**config.mk**
```make
export PLATFORM = sky130hd
export DESIGN_NAME = j1_io_fabric_flat
export DESIGN_NICKNAME = d
export VERILOG_FILES = /design/src/rtl/j1_io_pkg.sv /design/src/rtl/j1_io_fabric_if.sv /design/src/rtl/j1_io_decode.sv /design/src/rtl/j1_io_fabric.sv /design/src/flat_wrapper.sv
export SDC_FILE = /design/constraint.sdc
export NUM_CORES = 1
export LEC_CHECK = 0
export BUFFER_PORTS_ARGS = -buffer_cell sky130_fd_sc_hd__buf_2
export CORE_UTILIZATION = 52
export DETAILED_ROUTE_END_ITERATION = 10
export PLACE_DENSITY_LB_ADDON = 0.2
export SLEW_MARGIN = 0
export SYNTH_ARGS = -nofsm -noshare
export SYNTH_HDL_FRONTEND = slang
export SYNTH_SLANG_ARGS = --single-unit
```
**constraint.sdc**
```tcl
create_clock -name sys_clk_i -period 4.1 [get_ports sys_clk_i]
set_clock_uncertainty 0.05 [all_clocks]
set_input_delay 0.205 -clock sys_clk_i [delete_from_list [all_inputs] [get_ports sys_clk_i]]
set_output_delay 0.205 -clock sys_clk_i [all_outputs]
set_load 0.005 [all_outputs]
```
**src/rtl/j1_io_pkg.sv**
```systemverilog
// j1_io_pkg: shared types and constants for the J1 I/O fabric.
//   - state_t       : fabric FSM states
//   - STAT_*        : offsets inside the fabric status page
//   - FLAG_*        : bit positions of the sticky error flags
//   - ABORT_DATA    : read data returned when an access is aborted by the watchdog
//   - status_word() : read value of a status-page offset
package j1_io_pkg;

   typedef enum logic [1:0] {
      S_IDLE,
      S_ACCESS,
      S_DONE
   } state_t;

   localparam logic [7:0]  STAT_FLAGS    = 8'd0;
   localparam logic [7:0]  STAT_ERRADDR  = 8'd1;

   localparam int          FLAG_UNMAPPED = 0;
   localparam int          FLAG_TIMEOUT  = 1;

   localparam logic [15:0] ABORT_DATA    = 16'hDEAD;

   // Slot index is sized for the largest supported slot count (8).
   localparam int          SLOT_IDX_W    = 3;

   function automatic logic [15:0] status_word(input logic [7:0]  offset,
                                               input logic [1:0]  flags,
                                               input logic [15:0] err_addr);
      logic [15:0] val;
      val = 16'h0000;
      if (offset == STAT_FLAGS)
         val = {14'b0, flags};
      else if (offset == STAT_ERRADDR)
         val = err_addr;
      return val;
   endfunction

endpackage

```
**src/rtl/j1_io_fabric_if.sv**
```systemverilog
// j1_io_fabric_if: J1 I/O bus plus peripheral-slot bus of the I/O fabric.
//   CPU side : cpu_rd_i, cpu_wr_i, cpu_addr_i, cpu_dout_i -> fabric
//              cpu_din_o, cpu_stall_o                    <- fabric
//   Slot side: per_cs_o, per_rd_o, per_wr_o, per_addr_o, per_dout_o <- fabric
//              per_din_i, per_ack_i                                -> fabric
// Modports: master = CPU/peripheral environment, slave = the fabric.
interface j1_io_fabric_if #(
   parameter int NSLOTS = 4
);
   logic                   cpu_rd_i;
   logic                   cpu_wr_i;
   logic [15:0]            cpu_addr_i;
   logic [15:0]            cpu_dout_i;
   logic [15:0]            cpu_din_o;
   logic                   cpu_stall_o;

   logic [NSLOTS-1:0]      per_cs_o;
   logic                   per_rd_o;
   logic                   per_wr_o;
   logic [7:0]             per_addr_o;
   logic [15:0]            per_dout_o;
   logic [NSLOTS*16-1:0]   per_din_i;
   logic [NSLOTS-1:0]      per_ack_i;

   modport master (
      output cpu_rd_i, cpu_wr_i, cpu_addr_i, cpu_dout_i, per_din_i, per_ack_i,
      input  cpu_din_o, cpu_stall_o, per_cs_o, per_rd_o, per_wr_o, per_addr_o, per_dout_o
   );

   modport slave (
      input  cpu_rd_i, cpu_wr_i, cpu_addr_i, cpu_dout_i, per_din_i, per_ack_i,
      output cpu_din_o, cpu_stall_o, per_cs_o, per_rd_o, per_wr_o, per_addr_o, per_dout_o
   );
endinterface

```
**src/rtl/j1_io_decode.sv**
```systemverilog
// j1_io_decode: combinational page decoder of the I/O fabric.
//   page       in  : address page [15:8]
//   hit        out : one-hot slot select (lowest matching slot only)
//   idx        out : index of the selected slot
//   status_hit out : page is the fabric status page
//   slot_hit   out : some slot matches (and the status page does not)
//   unmapped   out : neither status page nor any slot
module j1_io_decode
   import j1_io_pkg::*;
#(
   parameter int                  NSLOTS      = 4,
   parameter logic [NSLOTS*8-1:0] SLOT_PAGE   = {8'h99, 8'h74, 8'h69, 8'h67},
   parameter logic [7:0]          STATUS_PAGE = 8'hF0
) (
   input  logic [7:0]            page,
   output logic [NSLOTS-1:0]     hit,
   output logic [SLOT_IDX_W-1:0] idx,
   output logic                  status_hit,
   output logic                  slot_hit,
   output logic                  unmapped
);

   always_comb begin
      hit        = '0;
      idx        = '0;
      slot_hit   = 1'b0;
      status_hit = (page == STATUS_PAGE);
      // Scan from the top down so the lowest matching index is the one left standing.
      if (!status_hit) begin
         for (int k = NSLOTS - 1; k >= 0; k--) begin
            if (page == SLOT_PAGE[8*k +: 8]) begin
               hit      = '0;
               hit[k]   = 1'b1;
               idx      = SLOT_IDX_W'(k);
               slot_hit = 1'b1;
            end
         end
      end
      unmapped = !status_hit && !slot_hit;
   end

endmodule

```
**src/rtl/j1_io_fabric.sv**
```systemverilog
// j1_io_fabric: I/O interconnect between the J1 I/O bus and NSLOTS peripheral slots.
//   sys_clk_i : system clock
//   sys_rst_i : asynchronous active-low reset
//   bus       : j1_io_fabric_if.slave (CPU request/response, slot selects/strobes/data/ack)
// Slot accesses go IDLE -> ACCESS -> DONE with the CPU stalled until DONE.
// Status-page and unmapped accesses complete in IDLE without a stall.
module j1_io_fabric
   import j1_io_pkg::*;
#(
   parameter int                  NSLOTS      = 4,
   parameter logic [NSLOTS*8-1:0] SLOT_PAGE   = {8'h99, 8'h74, 8'h69, 8'h67},
   parameter logic [NSLOTS-1:0]   SLOT_ACK    = '0,
   parameter logic [7:0]          STATUS_PAGE = 8'hF0,
   parameter int                  TIMEOUT     = 15
) (
   input logic           sys_clk_i,
   input logic           sys_rst_i,
   j1_io_fabric_if.slave bus
);

   state_t                  state;
   logic [15:0]             rdata;
   logic [15:0]             cap_addr;
   logic                    cap_wr;
   logic [SLOT_IDX_W-1:0]   cap_idx;
   logic [7:0]              cnt;
   logic [1:0]              flags;
   logic [15:0]             err_addr;

   logic                    req, is_wr, is_rd, idle;
   logic [NSLOTS-1:0]       dec_hit;
   logic [SLOT_IDX_W-1:0]   dec_idx;
   logic                    dec_status, dec_slot, dec_unmapped;
   logic                    ack_mode, ack_seen, access_end, abort;
   logic [15:0]             din_sel;
   logic [1:0]              flag_set, flag_clr;

   // A simultaneous read and write is a write.
   assign req   = bus.cpu_rd_i | bus.cpu_wr_i;
   assign is_wr = bus.cpu_wr_i;
   assign is_rd = bus.cpu_rd_i & ~bus.cpu_wr_i;
   assign idle  = (state == S_IDLE);

   j1_io_decode #(
      .NSLOTS      (NSLOTS),
      .SLOT_PAGE   (SLOT_PAGE),
      .STATUS_PAGE (STATUS_PAGE)
   ) u_decode (
      .page       (bus.cpu_addr_i[15:8]),
      .hit        (dec_hit),
      .idx        (dec_idx),
      .status_hit (dec_status),
      .slot_hit   (dec_slot),
      .unmapped   (dec_unmapped)
   );

   // The registered chip select doubles as the "current slot" mask, so acks
   // from other slots, or after an abort has dropped the select, are ignored.
   assign ack_mode = |(SLOT_ACK & bus.per_cs_o);
   assign ack_seen = |(bus.per_ack_i & bus.per_cs_o);

   assign access_end = (state == S_ACCESS) && (!ack_mode || ack_seen);
   assign abort      = (state == S_ACCESS) && ack_mode && !ack_seen &&
                       (cnt == 8'(TIMEOUT - 1));

   always_comb begin
      din_sel = 16'h0000;
      for (int k = 0; k < NSLOTS; k++) begin
         if (cap_idx == SLOT_IDX_W'(k))
            din_sel = bus.per_din_i[16*k +: 16];
      end
   end

   // Sticky error flags: clear by write-1 at STAT_FLAGS, set by error events; set wins.
   always_comb begin
      flag_set = 2'b00;
      flag_clr = 2'b00;
      if (idle && req && dec_status && is_wr && bus.cpu_addr_i[7:0] == STAT_FLAGS)
         flag_clr = bus.cpu_dout_i[1:0];
      if (idle && req && dec_unmapped)
         flag_set[FLAG_UNMAPPED] = 1'b1;
      if (abort)
         flag_set[FLAG_TIMEOUT] = 1'b1;
   end

   // Stall is forced low while reset is held so the CPU sees reset values at once.
   assign bus.cpu_stall_o = sys_rst_i && ((idle && req && dec_slot) || state == S_ACCESS);

   always_comb begin
      bus.cpu_din_o = rdata;
      if (idle && is_rd && dec_status)
         bus.cpu_din_o = status_word(bus.cpu_addr_i[7:0], flags, err_addr);
      else if (idle && is_rd && dec_unmapped)
         bus.cpu_din_o = 16'h0000;
   end

   assign bus.per_addr_o = cap_addr[7:0];

   always_ff @(posedge sys_clk_i or negedge sys_rst_i) begin
      if (!sys_rst_i) begin
         state          <= S_IDLE;
         rdata          <= 16'h0000;
         cap_addr       <= 16'h0000;
         cap_wr         <= 1'b0;
         cap_idx        <= '0;
         cnt            <= 8'd0;
         flags          <= 2'b00;
         err_addr       <= 16'h0000;
         bus.per_cs_o   <= '0;
         bus.per_rd_o   <= 1'b0;
         bus.per_wr_o   <= 1'b0;
         bus.per_dout_o <= 16'h0000;
      end else begin
         bus.per_rd_o <= 1'b0;
         bus.per_wr_o <= 1'b0;
         flags        <= (flags & ~flag_clr) | flag_set;

         case (state)
            S_IDLE: begin
               if (req && dec_slot) begin
                  state          <= S_ACCESS;
                  bus.per_cs_o   <= dec_hit;
                  bus.per_rd_o   <= ~is_wr;
                  bus.per_wr_o   <= is_wr;
                  bus.per_dout_o <= bus.cpu_dout_i;
                  cap_addr       <= bus.cpu_addr_i;
                  cap_wr         <= is_wr;
                  cap_idx        <= dec_idx;
                  cnt            <= 8'd0;
               end else if (req && dec_unmapped) begin
                  err_addr <= bus.cpu_addr_i;
               end
            end

            S_ACCESS: begin
               cnt <= cnt + 8'd1;
               if (access_end) begin
                  if (!cap_wr)
                     rdata <= din_sel;
                  bus.per_cs_o <= '0;
                  state        <= S_DONE;
               end else if (abort) begin
                  rdata        <= ABORT_DATA;
                  err_addr     <= cap_addr;
                  bus.per_cs_o <= '0;
                  state        <= S_DONE;
               end
            end

            // The CPU's still-held request completes here; it is not decoded again.
            S_DONE: state <= S_IDLE;

            default: state <= S_IDLE;
         endcase
      end
   end

endmodule

```
**src/flat_wrapper.sv**
```systemverilog
// flat-port wrapper written by rule: the top's interface ports become plain ports
module j1_io_fabric_flat import j1_io_pkg::*;
#(
   parameter int                  NSLOTS      = 4,
   parameter logic [NSLOTS*8-1:0] SLOT_PAGE   = {8'h99, 8'h74, 8'h69, 8'h67},
   parameter logic [NSLOTS-1:0]   SLOT_ACK    = '0,
   parameter logic [7:0]          STATUS_PAGE = 8'hF0,
   parameter int                  TIMEOUT     = 15
)
  (sys_clk_i, sys_rst_i, bus_cpu_rd_i, bus_cpu_wr_i, bus_cpu_addr_i, bus_cpu_dout_i, bus_per_din_i, bus_per_ack_i, bus_cpu_din_o, bus_cpu_stall_o, bus_per_cs_o, bus_per_rd_o, bus_per_wr_o, bus_per_addr_o, bus_per_dout_o);
  j1_io_fabric_if #(.NSLOTS(NSLOTS)) bus_i ();
  input logic sys_clk_i;
  input logic sys_rst_i;
  input wire logic [$bits(bus_i.cpu_rd_i)-1:0] bus_cpu_rd_i;
  input wire logic [$bits(bus_i.cpu_wr_i)-1:0] bus_cpu_wr_i;
  input wire logic [$bits(bus_i.cpu_addr_i)-1:0] bus_cpu_addr_i;
  input wire logic [$bits(bus_i.cpu_dout_i)-1:0] bus_cpu_dout_i;
  input wire logic [$bits(bus_i.per_din_i)-1:0] bus_per_din_i;
  input wire logic [$bits(bus_i.per_ack_i)-1:0] bus_per_ack_i;
  output wire logic [$bits(bus_i.cpu_din_o)-1:0] bus_cpu_din_o;
  output wire logic [$bits(bus_i.cpu_stall_o)-1:0] bus_cpu_stall_o;
  output wire logic [$bits(bus_i.per_cs_o)-1:0] bus_per_cs_o;
  output wire logic [$bits(bus_i.per_rd_o)-1:0] bus_per_rd_o;
  output wire logic [$bits(bus_i.per_wr_o)-1:0] bus_per_wr_o;
  output wire logic [$bits(bus_i.per_addr_o)-1:0] bus_per_addr_o;
  output wire logic [$bits(bus_i.per_dout_o)-1:0] bus_per_dout_o;
  assign bus_i.cpu_rd_i = bus_cpu_rd_i;
  assign bus_i.cpu_wr_i = bus_cpu_wr_i;
  assign bus_i.cpu_addr_i = bus_cpu_addr_i;
  assign bus_i.cpu_dout_i = bus_cpu_dout_i;
  assign bus_i.per_din_i = bus_per_din_i;
  assign bus_i.per_ack_i = bus_per_ack_i;
  assign bus_cpu_din_o = bus_i.cpu_din_o;
  assign bus_cpu_stall_o = bus_i.cpu_stall_o;
  assign bus_per_cs_o = bus_i.per_cs_o;
  assign bus_per_rd_o = bus_i.per_rd_o;
  assign bus_per_wr_o = bus_i.per_wr_o;
  assign bus_per_addr_o = bus_i.per_addr_o;
  assign bus_per_dout_o = bus_i.per_dout_o;
  j1_io_fabric #(.NSLOTS(NSLOTS), .SLOT_PAGE(SLOT_PAGE), .SLOT_ACK(SLOT_ACK), .STATUS_PAGE(STATUS_PAGE), .TIMEOUT(TIMEOUT)) u_core (.sys_clk_i(sys_clk_i), .sys_rst_i(sys_rst_i), .bus(bus_i));
endmodule
```
==> impl_metrics.toml <==
[global_routing]
antenna_found_initial = 0
grt_usage_pct = 23.8
first_global_vias = 2684
grt_max_degree = 70
grt_pass1_wl_um = 12800
overflow = 0

[cts]
clk_latency_ps = 350
htree_levels = 3
clk_pin_slew_ps = 80
cts_resized = 0
cts-root-buf = "clkbuf_8"
hold_buffers = 1
cts_buffer_depth = 2
numClockSinks = 69
cts_tree = "done"
cts_inserted_buffers = 9
cts_setup_buffers = 0

[yosys]
ys_seq_area_share_pct = 49.3
synth_xor_area_share_pct = 0
yosys_warnings = 0
synth_edf_count = 0
synth_seq_cells = 69
async_flop_share_pct = 100
ys_types = 40
yosys.area_share.simple_pct = 7.46
ys.flop_type = "dfrtp_1"
avgSynthCellArea_um2 = 15.3
syn_area_um2 = 3500
synth_compound_area_share_pct = 7.46
muxShareOfSynthArea_pct = 32.9
synth_fp_nets = 333
synth_top_family_by_area = "multiplexers"
synthAdderAreaFrac_pct = 0
synthCells = 229

[sta]
final-setup-viol-count = 0
fin_hold_ws_ps = 18.5
tns_ps = 0
slew_headroom_pct = 34.4
max_freq_mhz = 346
rsz0062_at_grt = "false"
fin_crit_sh_pct = 70.6
period_needed_ps = 2890
tightest_slew_ps = 984
hold_viol_final = 0
drv_slew = 0

[final_layout]
syn_to_final_growth_pct = 28.3
antenna_cells = 0
layout-drive-gt1-share_pct = 64.8
final.fill_count = 481
nets = 482

[worst_hold_path]
min_to = "u_core.flags[1]"
worst_hold_startpoint = "bus_cpu_dout_i[1]"
min_path_cells = 2
hp-class = "in2reg"

[job]
drv_cap = 0

[setup_path]
cp-start-kind = "flop"
cp.required_ps = 3850
r2r_start = "u_core.state[1]"
worst_path_max_delay_cell = "or3b_2"
endpoint_kind = "output port"
timing.rr.end = "u_core.bus.per_dout_o[1]"
cp.arrival_ps = 2640
cp_cell_sequence = "or3b_2 > nor2_1 > nand3_1 > a22o_1 > buf_2"
max_stage_delay_ps = 540
rrSetupSlack_ps = 1990
r2r_cells = 3
crit_type = "reg2out"
worstPathMaxFanout = 16

[drt]
via_per_inst = 5.57
drtPass1Iterations = 7
drc_errors = 19
wire_per_inst_um = 16.7
drt_iter0_markers = 104
drt_wl_total_um = 7680
vias = 2564
antenna_left = 0

[floorplan]
fp-row-count = 29
fp.dieH_um = 84.1
floorplan.initialDensity_pct = 54.6
die_area_um2 = 7070
core_um2 = 6420
io_pins = 151
die_w_um = 84.1

[pwr]
vdd.ir_drop.worst_mv = 0.193
power-per-cell-area_nw_per_um2 = 396
p_leak_nw = 2.26

[place]
dp_hpwl_um = 5700
port-buffer-count = 146
gp_congestion = 0.794

[run_status]
violations = "DRC"
status = "complete, but fails checks"
-- metal layers --
metal | up-vias | part of all wire (%) | GRT usage (%)
met5 | - | 0 | 0
li1 | 1182 | - | -
met1 | 1275 | 42 | 30.2
met2 | 89 | 50 | 39.0
met4 | 0 | 2.8 | 10.2
met3 | 18 | 5.0 | 5.74
-- cell usage after synthesis, types with 2 or more instances --
master / n / share of area, %
dfrtp_1: 69 / 49
mux2_2: 30 / 9.6
mux2_4: 22 / 9.4
mux4_2: 16 / 10
a22o_1: 14 / 3.5
nand2_1: 9 / 0.96
mux2i_1: 8 / 2.3
nor2_1: 6 / 0.64
inv_1: 5 / 0.54
and4bb_2: 4 / 1.4
buf_6: 4 / 1.3
clkbuf_1: 4 / 0.43
mux2_1: 4 / 1.3
buf_2: 3 / 0.43
a2111oi_4: 2 / 1.6
nand3_1: 2 / 0.29
nand4_1: 2 / 0.36
o2bb2ai_1: 2 / 0.50
or3b_2: 2 / 0.50
-- registers in the layout (all words and copies together), names as in the netlist --
name                   flops
u_core.bus.per_dout_o     16
u_core.err_addr           16
u_core.rdata              16
u_core.cap_addr            8
u_core.bus.per_cs_o        4
u_core.cap_idx             2
u_core.flags               2
u_core.state               2
u_core.bus.per_rd_o        1
u_core.bus.per_wr_o        1
u_core.cap_wr              1
-- critical path: cells and delay by family, from the launching register on --
kind                   cells  cell delay (ps)
and+or+nand+nor            3             1250
DFF                        1              470
AOI/OAI and AO/OA          1              430
buffers and inverters      1              130
-- through the flow --
step                      utilization (%)  instances  power, mW  area, um^2  setup slack [ps]
after floorplan                         -        229       1.07        3500              2100
after detailed placement             66.7        443       1.24        4290              1510
after global placement               66.7        443       1.23        4290              1540
after CTS                            70.0        460       1.80        4500              1170
after global routing                 70.0        460       1.88        4500              1060
final                                70.0        460       1.78        4500              1210
-- power breakdown --
group          leakage [nW]  internal, mW  switching, mW
clock                0.0918         0.282          0.272
sequential            0.875         0.776         0.0737
combinational          1.30         0.249          0.126
-- cell type report --
type                            count  area, um^2  share of cell area, %
Tap cell                           77        96.3                   2.14
Timing Repair Buffer              150         778                   17.3
Clock buffer                        9         124                   2.76
Clock inverter                      7        75.1                   1.67
Inverter                            5        18.8                  0.417
Multi-Input combinational cell    143        1680                   37.3
Sequential cell                    69        1730                   38.4
-- cells in the final DEF (no fill, tap or decap), drive strengths merged --
cell / synthesis / final
nor2: 6 / 6
mux2: 56 / 56
nand4: 3 / 3
dlygate4sd3: 0 / 1
mux4: 16 / 16
clkinv: 0 / 2
nor3b: 1 / 1
and4: 2 / 2
bufinv: 0 / 1
and3b: 1 / 1
or4: 1 / 1
o21a: 1 / 1
a41oi: 1 / 1
o22ai: 1 / 1
nand2: 9 / 9
a21oi: 1 / 1
and4bb: 4 / 4
clkinvlp: 0 / 3
o21ai: 1 / 1
nand3: 2 / 2
clkbuf: 4 / 9
a22oi: 1 / 1
and4b: 1 / 1
o2bb2ai: 2 / 2
inv: 5 / 6
nor3: 1 / 1
o211ai: 1 / 1
a2111oi: 2 / 2
a21bo: 1 / 1
and2: 1 / 1
or3b: 2 / 2
a22o: 14 / 14
nor4: 1 / 1
nand2b: 1 / 1
buf: 8 / 149
dfrtp: 69 / 69
mux2i: 8 / 8
nor4bb: 1 / 1
-- logic make-up (layout without fill, tap and decap cells) --
kind of cell / after synthesis / in the layout
AND/OR/NAND/NOR: 37 / 37
AO/OA/AOI/OAI: 26 / 26
buffers and inverters: 17 / 171
flip-flops: 69 / 69
multiplexers: 80 / 80
-- worst max path at each step --
stage,start,to,slack (ps),cells past startpoint
floorplan,u_core.cap_idx[0],u_core.rdata[10],2100,4
global placement,bus_cpu_addr_i[15],u_core.bus.per_dout_o[0],1540,6
detailed placement,bus_cpu_addr_i[15],u_core.bus.per_dout_o[1],1510,6
CTS,u_core.state[0],bus_cpu_din_o[11],1170,5
global route,u_core.state[0],bus_cpu_din_o[11],1060,5
finish,u_core.state[0],bus_cpu_din_o[9],1210,5
(Power assumes the default switching activity.)
